[src/rtl/clock_display.sv]
// Six-digit multiplexed 7-segment driver for a time/date clock.
// Shows HH MM SS or YY MM DD; a debounced pushbutton toggles the page at frame boundaries.
module clock_display #(
    parameter int SCAN_DIV  = 50000,
    parameter int DB_CYCLES = 1000000
) (
    input  logic       clk,
    input  logic       rst,
    input  logic [7:0] year,
    input  logic [7:0] month,
    input  logic [7:0] day,
    input  logic [7:0] hour,
    input  logic [7:0] minute,
    input  logic [7:0] second,
    input  logic       page_btn,
    input  logic       blank,
    output logic [6:0] seg,
    output logic       dp,
    output logic [5:0] an,
    output logic       page
);
    localparam int PW  = (SCAN_DIV > 1) ? $clog2(SCAN_DIV) : 1;
    localparam int DBW = $clog2(DB_CYCLES + 1);

    typedef enum logic {DB_STABLE, DB_CHECK} db_state_t;

    logic [PW-1:0]  pre_cnt;
    logic [2:0]     idx;
    logic           scan_tick, frame_edge;
    logic [7:0]     sh_year, sh_month, sh_day, sh_hour, sh_minute, sh_second;
    logic           pending;
    logic           sync_p0, sync_p1;
    db_state_t      db_state, db_state_n;
    logic [DBW-1:0] db_cnt, db_cnt_n;
    logic           lvl, lvl_n, press;
    logic [7:0]     fld;
    logic [6:0]     seg_nxt;

    function automatic logic [6:0] digit_seg(input logic [7:0] d);
        case (d)
            8'd0:    digit_seg = 7'h3F;
            8'd1:    digit_seg = 7'h06;
            8'd2:    digit_seg = 7'h5B;
            8'd3:    digit_seg = 7'h4F;
            8'd4:    digit_seg = 7'h66;
            8'd5:    digit_seg = 7'h6D;
            8'd6:    digit_seg = 7'h7D;
            8'd7:    digit_seg = 7'h07;
            8'd8:    digit_seg = 7'h7F;
            8'd9:    digit_seg = 7'h6F;
            default: digit_seg = 7'h00;
        endcase
    endfunction

    // Out-of-range fields render as a dash on both digits
    function automatic logic [6:0] field_seg(input logic [7:0] v, input logic ones);
        if (v > 8'd99)
            field_seg = 7'h40;
        else if (ones)
            field_seg = digit_seg(v % 8'd10);
        else
            field_seg = digit_seg(v / 8'd10);
    endfunction

    assign scan_tick  = (pre_cnt == PW'(SCAN_DIV - 1));
    assign frame_edge = scan_tick && (idx == 3'd5);

    always_ff @(posedge clk or posedge rst) begin
        if (rst) begin
            pre_cnt <= '0;
            idx     <= '0;
        end else if (scan_tick) begin
            pre_cnt <= '0;
            idx     <= (idx == 3'd5) ? 3'd0 : idx + 3'd1;
        end else begin
            pre_cnt <= pre_cnt + PW'(1);
        end
    end

    // Frame-boundary snapshot keeps a digit pair from tearing mid-scan
    always_ff @(posedge clk or posedge rst) begin
        if (rst) begin
            sh_year   <= '0;
            sh_month  <= '0;
            sh_day    <= '0;
            sh_hour   <= '0;
            sh_minute <= '0;
            sh_second <= '0;
            page      <= 1'b0;
        end else if (frame_edge) begin
            sh_year   <= year;
            sh_month  <= month;
            sh_day    <= day;
            sh_hour   <= hour;
            sh_minute <= minute;
            sh_second <= second;
            page      <= pending;
        end
    end

    always_ff @(posedge clk or posedge rst) begin
        if (rst) begin
            sync_p0  <= 1'b0;
            sync_p1  <= 1'b0;
            db_state <= DB_STABLE;
            db_cnt   <= '0;
            lvl      <= 1'b0;
            pending  <= 1'b0;
        end else begin
            sync_p0  <= page_btn;
            sync_p1  <= sync_p0;
            db_state <= db_state_n;
            db_cnt   <= db_cnt_n;
            lvl      <= lvl_n;
            if (press)
                pending <= ~pending;
        end
    end

    always_comb begin
        db_state_n = db_state;
        db_cnt_n   = db_cnt;
        lvl_n      = lvl;
        press      = 1'b0;
        case (db_state)
            DB_STABLE: begin
                if (sync_p1 != lvl) begin
                    db_state_n = DB_CHECK;
                    db_cnt_n   = DBW'(1);
                end
            end
            DB_CHECK: begin
                if (sync_p1 == lvl) begin
                    db_state_n = DB_STABLE;
                end else begin
                    db_cnt_n = db_cnt + DBW'(1);
                    if (db_cnt + DBW'(1) == DBW'(DB_CYCLES)) begin
                        lvl_n      = sync_p1;
                        db_state_n = DB_STABLE;
                        press      = sync_p1;
                    end
                end
            end
            default: db_state_n = DB_STABLE;
        endcase
    end

    always_comb begin
        fld = 8'd0;
        case (idx)
            3'd0, 3'd1: fld = page ? sh_year  : sh_hour;
            3'd2, 3'd3: fld = page ? sh_month : sh_minute;
            3'd4, 3'd5: fld = page ? sh_day   : sh_second;
            default:    fld = 8'd0;
        endcase
        seg_nxt = field_seg(fld, idx[0]);
    end

    always_ff @(posedge clk or posedge rst) begin
        if (rst) begin
            seg <= '0;
            dp  <= 1'b0;
            an  <= '0;
        end else if (blank) begin
            seg <= '0;
            dp  <= 1'b0;
            an  <= '0;
        end else begin
            seg <= seg_nxt;
            dp  <= (idx == 3'd1) || (idx == 3'd3);
            an  <= 6'(1) << idx;
        end
    end

endmodule

[config.mk]
export PLATFORM = sky130hd
export DESIGN_NAME = clock_display
export DESIGN_NICKNAME = d
export VERILOG_FILES = /design/src/rtl/clock_display.sv
export SDC_FILE = /design/constraint.sdc
export NUM_CORES = 1
export LEC_CHECK = 0
export CAP_MARGIN = 30
export CELL_PAD_IN_SITES_DETAIL_PLACEMENT = 1
export CELL_PAD_IN_SITES_GLOBAL_PLACEMENT = 1
export CORE_MARGIN = 2
export CORE_UTILIZATION = 45
export CTS_CLUSTER_SIZE = 20
export DETAILED_ROUTE_END_ITERATION = 10
export PLACE_DENSITY = 0.92
export SLEW_MARGIN = 40
export SYNTH_ARGS = -nofsm -noshare
export SYNTH_HDL_FRONTEND = slang
export SYNTH_SLANG_ARGS = --single-unit
[constraint.sdc]
create_clock -name clk -period 5.25 [get_ports clk]
set_input_delay 0.525 -clock clk [delete_from_list [all_inputs] [get_ports clk]]
set_output_delay 0.525 -clock clk [all_outputs]
set_load 0.1 [all_outputs]
Word-level counts from Yosys, hierarchy flattened:

Memory sizes are Yosys's and may differ from the RTL's.
Index checks and enable logic that the tools add are counted.

* memory bits (writable): 0
* flip-flop bits (word level): 107
* bits in latches: 0
* bits of input ports: 52
* bits in read-only memories: 224
* memories: 2
* output and inout port bits: 15

* muxes and demuxes: 23
* reduce and logical (&&, ||, !) cells: 10
* shift-type cells: 1
* eq/ne operators: 11
* bitwise gates (word level): 3
* $add $sub $neg: 3
* div/mod/pow operators: 2
* multipliers: 0
* $lt $le $gt $ge: 1

Memory list
* (no name shown): words 16, bits a word 7, rd ports 1, clocked after Yosys merged registers in 0, wr ports 0, line 40 `case (d)`
* (no name shown): words 16, bits a word 7, rd ports 1, clocked after Yosys merged registers in 0, wr ports 0, line 40

Operator list (number)
* 20-bit 2-to-1 mux: 2
* 20-bit one-hot mux with 2 select lines: 1
* 7-bit 2-to-1 mux: 5
* 8-bit 2-to-1 mux: 3
* 8-bit one-hot mux with 3 select lines: 1
* 20-bit by 1-bit adder with 20-bit output, second input constant: 1
* 20-bit equality test, second input constant: 1
* 16-bit by 1-bit adder with 16-bit output, second input constant: 1
* 16-bit equality test, second input constant: 1
* 16-bit 2-to-1 mux: 1
* 8-bit by 4-bit divider with 8-bit output, second input constant: 1
* 8-bit by 7-bit greater-than comparator with 1-bit output, second input constant: 1
* 4-bit logical NOT: 2
* 8-bit by 4-bit remainder unit with 8-bit output, second input constant: 1
* 1-bit 2-to-1 mux: 7
* 3-bit by 2-bit equality test with 1-bit output, second input constant: 2
* 3-bit equality test, second input constant: 2
* 6-bit 2-to-1 mux: 1
* 2-bit OR reduction: 3
* 1-bit by 3-bit << shifter with 6-bit output, first input constant: 1
* 2-bit inequality test, second input constant: 2
* 3-bit by 1-bit adder with 3-bit output, second input constant: 1
* 3-bit by 1-bit equality test with 1-bit output, second input constant: 1
* 3-bit logical NOT: 1
* 9 further kinds: 11

Logic depth before layout (Yosys ltp):

* depth in word-level cells: 9
* mapped depth: 19
* depth with buffers taken out: 17

Worst setup path before layout:

Ideal clock, no wire load.

* path kind: register to register
* start point: register page
* end point: register seg[0]
* stages on the path, launching flop included: 16
* required time: 5156 ps
* setup time: 94 ps
* path slack: 839 ps
* data arrival time: 4317 ps
* path through: dfrtp_1 > buf_4 > buf_12 > mux2_2 > a21boi_2 > nor2_1 > o2111ai_1 > a31oi_1 > nor3_1 > ha_1 > o41ai_1 > and3_1 > a211o_1 > buf_6 > mux2_4 > a221oi_2

* word-level cells in the longest chain between the ends: 8
* elaborated cells between the ends (all ways): 16
* classes of those cells: div: 2; order compare: 1; mux: 9; reduce/logical: 2; memory: 2

Ends and longest elaborated chain
* start: declaration: line 20 `output logic page`
* start signal: assignment: line 97 `page <= pending;`
* 8-bit 2-to-1 mux, on equally long branches: line 153, 151, 152
* 8-bit one-hot mux with 3 select lines *: line 150 `case (idx)`
* 8-bit by 4-bit divider with 8-bit output / 8-bit by 4-bit remainder unit with 8-bit output (equally long branches): line 62, 60
* memory read 16 x 7 bit / 4-bit logical NOT (equally long branches)
* 7-bit 2-to-1 mux: line 40
* 7-bit 2-to-1 mux: line 59 `else if (ones)`
* 7-bit 2-to-1 mux *: line 57 `if (v > 8'd99)`
* 7-bit 2-to-1 mux *: line 164 `end else if (blank) begin`
* end signal: assignment: line 169 `seg <= seg_nxt;`
* end: declaration: line 17 `output logic [6:0] seg,`

Mark *: on every way between the ends. The rest lies on a longest branch, timed or not.
A chain may end at the register's enable or synchronous reset.

Worst setup path in the final report:

* start point: register idx[0]
* end point: register seg[0]

* word-level cells in the longest chain between the ends: 9
* elaborated cells between the ends (all ways): 22
* classes of those cells: div: 2; order compare: 1; eq/ne: 5; mux: 6; reduce/logical: 6; memory: 2

Ends and longest elaborated chain
* start: declaration: line 28 `logic [2:0] idx;`
* start signal: assignment: line 74 `idx <= (idx == 3'd5) ? 3'd0 : idx + 3'd1;`
* 3-bit equality test (tied with other cells): line 150
* 2-bit OR reduction: line 150
* 8-bit one-hot mux with 3 select lines: line 150
* 8-bit by 4-bit divider with 8-bit output / 8-bit by 4-bit remainder unit with 8-bit output (equally long branches): line 62, 60
* memory read 16 x 7 bit / 4-bit logical NOT (equally long branches)
* 7-bit 2-to-1 mux: line 40
* 7-bit 2-to-1 mux: line 59
* 7-bit 2-to-1 mux *: line 57
* 7-bit 2-to-1 mux *: line 164

Marked as above.

==> results.py <==
metrics = {
    "critical_path": {
        "r2r_end": "seg[0]$_DFF_PP0_",
        "crit_family": "compound AO/OA/AOI/OAI gates",
        "crit_cells": 14,
        "cpMostUsedCell": "ha_1",
        "path_buf_inv": 1,
        "crit_arrival_ns": 5.26,
        "cp.required_ns": 5.53,
        "worstSetupEndpoint": "seg[0]$_DFF_PP0_",
        "cpPeakStageDelay_ns": 0.73,
        "r2r_cells": 14,
        "slowest_stage": "a211oi_2",
        "critPathLaunchType": "register",
        "r2r-start": "idx[0]$_DFFE_PP0N_",
        "reg2reg_slack_ns": 0.27,
        "crit_start": "idx[0]$_DFFE_PP0N_",
        "cp_max_fo": 11,
        "crit_type": "reg -> reg",
        "crit_chain": "inv_1 -> nor2_1 -> ha_1 -> o21ai_0 -> a211oi_2 -> xnor2_1 -> o311ai_1 -> nor3_1 -> ha_1 -> o41ai_1 -> and3_1 -> a211o_1 -> mux2_4 -> a221oi_2",
        "crit_path_end_kind": "register",
    },
    "sta": {
        "holdWs_ns": 0.354,
        "max-slew-margin-rel_pct": 49.3,
        "slew_viol_final": 0,
        "hold_viol_final": 0,
        "tightest_slew_ns": 0.759,
        "period_minus_slack_ns": 4.98,
        "rsz0062_at_grt": "false",
        "clock_skew_ns": 0.0120,
        "tns_ns": 0,
        "setup_viol": 0,
        "finalCritPeriodShare_pct": 94.9,
        "max_freq_mhz": 201,
    },
    "clocking": {
        "clock_sinks": 107,
        "h-tree-depth": 3,
        "cts_buffers": 9,
        "clkTransAtPathRegs_ns": 0.08,
        "cts_tree": "built",
        "root_buffer": "clkbuf_16",
        "cts_buffer_depth": 2,
        "post-cts-setup-buffer-count": 0,
        "hold_buffers": 0,
        "insertion_delay_ns": 0.37,
        "post_cts_resized": 0,
    },
    "final_layout": {
        "fin_nets": 744,
        "final_cells": 861,
        "nFillCells": 1544,
        "syn_to_final_growth_pct": 15.4,
        "drive_gt1_share_pct": 19.4,
        "n_antenna_cell": 0,
    },
    "drt": {
        "num_vias": 5333,
        "drt_wl_total_um": 18200,
        "vias_per_cell": 6.19,
        "drt_iter0_markers": 331,
        "drc_errors": 0,
        "wire_per_inst_um": 21.1,
        "antenna_left": 0,
        "firstDrtPassIters": 5,
    },
    "synthesis": {
        "syn_nets": 695,
        "synth_cells": 627,
        "synth.distinct_cells": 73,
        "synth_area_leaders": "dfrtp_1 42%, mux2_2 11%, ha_1 3.1%",
        "yosys_register_bits": 107,
        "synth_warnings": 0,
        "avgSynthCellArea_um2": 10.2,
        "synth-edff-count": 0,
        "synth_top_area_share_pct": 41.9,
        "ys.flop_type": "dfrtp_1",
        "yosysTopAreaCell": "dfrtp_1",
        "ys_async_sr_fraction_pct": 100,
        "synth_area_mm2": 0.00639,
        "seq_area_frac_synth_pct": 41.9,
    },
    "floorplanning": {
        "rows": 43,
        "core-area_mm2": 0.0139,
        "chipWidth_um": 123,
        "ios": 67,
        "dieArea_mm2": 0.0152,
        "start_util_pct": 46.0,
        "die_y_um": 123,
    },
    "grt": {
        "track_usage_pct": 25.4,
        "grt_pass1_wl_um": 29700,
        "grt_overflow": 0,
        "grt_pass1_vias": 5753,
        "antenna_found_initial": 0,
        "grt_max_degree": 62,
    },
    "power_and_ir_drop": {
        "p_total_mw": 1.66,
        "ir_worst_vdd_mv": 0.158,
        "p_leak_nw": 3.30,
        "power_density_mw_per_mm2": 226,
    },
    "place": {
        "place_inst": 845,
        "port-buffer-count": 66,
        "place.detailed.hpwl_um": 13000,
        "gp_congestion": 0.967,
    },
    "worst_hold_path": {
        "min_path_type": "reg -> reg",
    },
    "run": {
        "drv_cap": 0,
    },
    "status": {
        "status": "finished clean",
    },
}
[cell usage after synthesis, drive strengths merged (3+ instances only)]
cell type and count:
mux2 68, o22a 5, mux2i 20, nor3 18
clkbuf 15, a31oi 4, a211o 5, nand4 6
or2 7, xor2 9, a21o 10, nand2 44
inv 18, nand3 24, nor2 52, xnor2 16
o21ai 26, o211ai 4, and3 9, o31ai 5
a22o 17, a21boi 6, a21oi 25, or4 3
a211oi 9, ha 16, dfrtp 107, buf 19
or3 3, o22ai 10, nor4 6, o41ai 4
o21a 6
[area by class of cell]
class / instances / area [µm²] / area share, %
inverters: 18 / 72.6 / 0.984
clock inverters: 7 / 58.8 / 0.798
multi-input cells: 468 / 3470 / 47.1
well taps: 180 / 225 / 3.05
clock buffers: 9 / 225 / 3.05
flip-flops and latches: 107 / 2680 / 36.3
repair buffers: 72 / 643 / 8.72
[worst min-delay path by stage]
stage	slack (ns)	endpoint	cells past startpoint	start
final	0.35	sync_p1$_DFF_PP0_	0	sync_p0$_DFF_PP0_
after global routing	0.37	sync_p1$_DFF_PP0_	0	sync_p0$_DFF_PP0_
after floorplan	0.33	sync_p1$_DFF_PP0_	0	sync_p0$_DFF_PP0_
after global placement	0.34	sync_p1$_DFF_PP0_	0	sync_p0$_DFF_PP0_
after detailed placement	0.34	sync_p1$_DFF_PP0_	0	sync_p0$_DFF_PP0_
after CTS	0.36	sync_p1$_DFF_PP0_	0	sync_p0$_DFF_PP0_
[cell families after synthesis]
kind of cell	Yosys count	share of synthesized area, %
AND/OR/NAND/NOR	183	13.6
AO/OA/AOI/OAI	154	17.9
flip-flops	107	41.9
multiplexers	90	15.9
buffers and inverters	52	4.07
XOR/XNOR	25	3.43
adder cells (fa/ha/maj)	16	3.13
[placed cells by master (no fill, tap or decap), types with 5 or more instances in the layout]
cell / instances
a211o_1: 5
ha_1: 16
nor2_1: 52
dfrtp_1: 107
o22a_1: 5
xnor2_1: 15
inv_1: 17
mux2i_1: 20
o21a_1: 6
and3_1: 8
buf_2: 15
mux2_2: 65
a22o_1: 17
nand3_1: 24
a21oi_1: 24
clkbuf_16: 9
xor2_1: 9
clkdlybuf4s50_1: 51
or2_2: 6
nor4_1: 6
buf_4: 5
nand2_1: 44
o22ai_1: 9
nand4_1: 6
a21o_1: 10
o21ai_0: 23
a211oi_1: 6
nor3_1: 18
[state kept, by name (all words and copies together) (netlist names), 3 cells and up]
register,count
pre_cnt,16
db_cnt,20
sh_second,8
seg,7
sh_hour,8
sh_month,8
sh_day,8
sh_minute,8
idx,3
sh_year,8
an,6
[layer usage]
metal,track usage [%],part of all wire [%]
met5,0,0
met2,46.1,52
met3,3.14,3.7
met1,29.8,41
met4,11.3,3.2
[power by group]
part           switching (mW)  leakage (nW)  internal, mW
clock network           0.344         0.138         0.330
logic                  0.0693          1.71        0.0613
registers              0.0223          1.45         0.837
total                   0.435          3.30          1.23
[metrics by stage]
stage                     utilization [%]  cell area, µm²  setup slack (ns)
after CTS                            53.1            7360             0.438
after global routing                 53.1            7370            0.0220
after detailed placement             51.0            7080             0.527
final                                53.1            7370             0.265
after global placement               51.5            7150             0.909
after floorplan                         -            6390             0.839
[worst register-to-register path, stage by stage (launching register included)]
cell	delay (ns)
dfrtp_1	0.59
inv_1	0.24
nor2_1	0.21
ha_1	0.37
o21ai_0	0.28
a211oi_2	0.73
xnor2_1	0.15
o311ai_1	0.50
nor3_1	0.16
ha_1	0.38
o41ai_1	0.09
and3_1	0.20
a211o_1	0.41
mux2_4	0.35
a221oi_2	0.21
(Power assumes the default switching activity.)
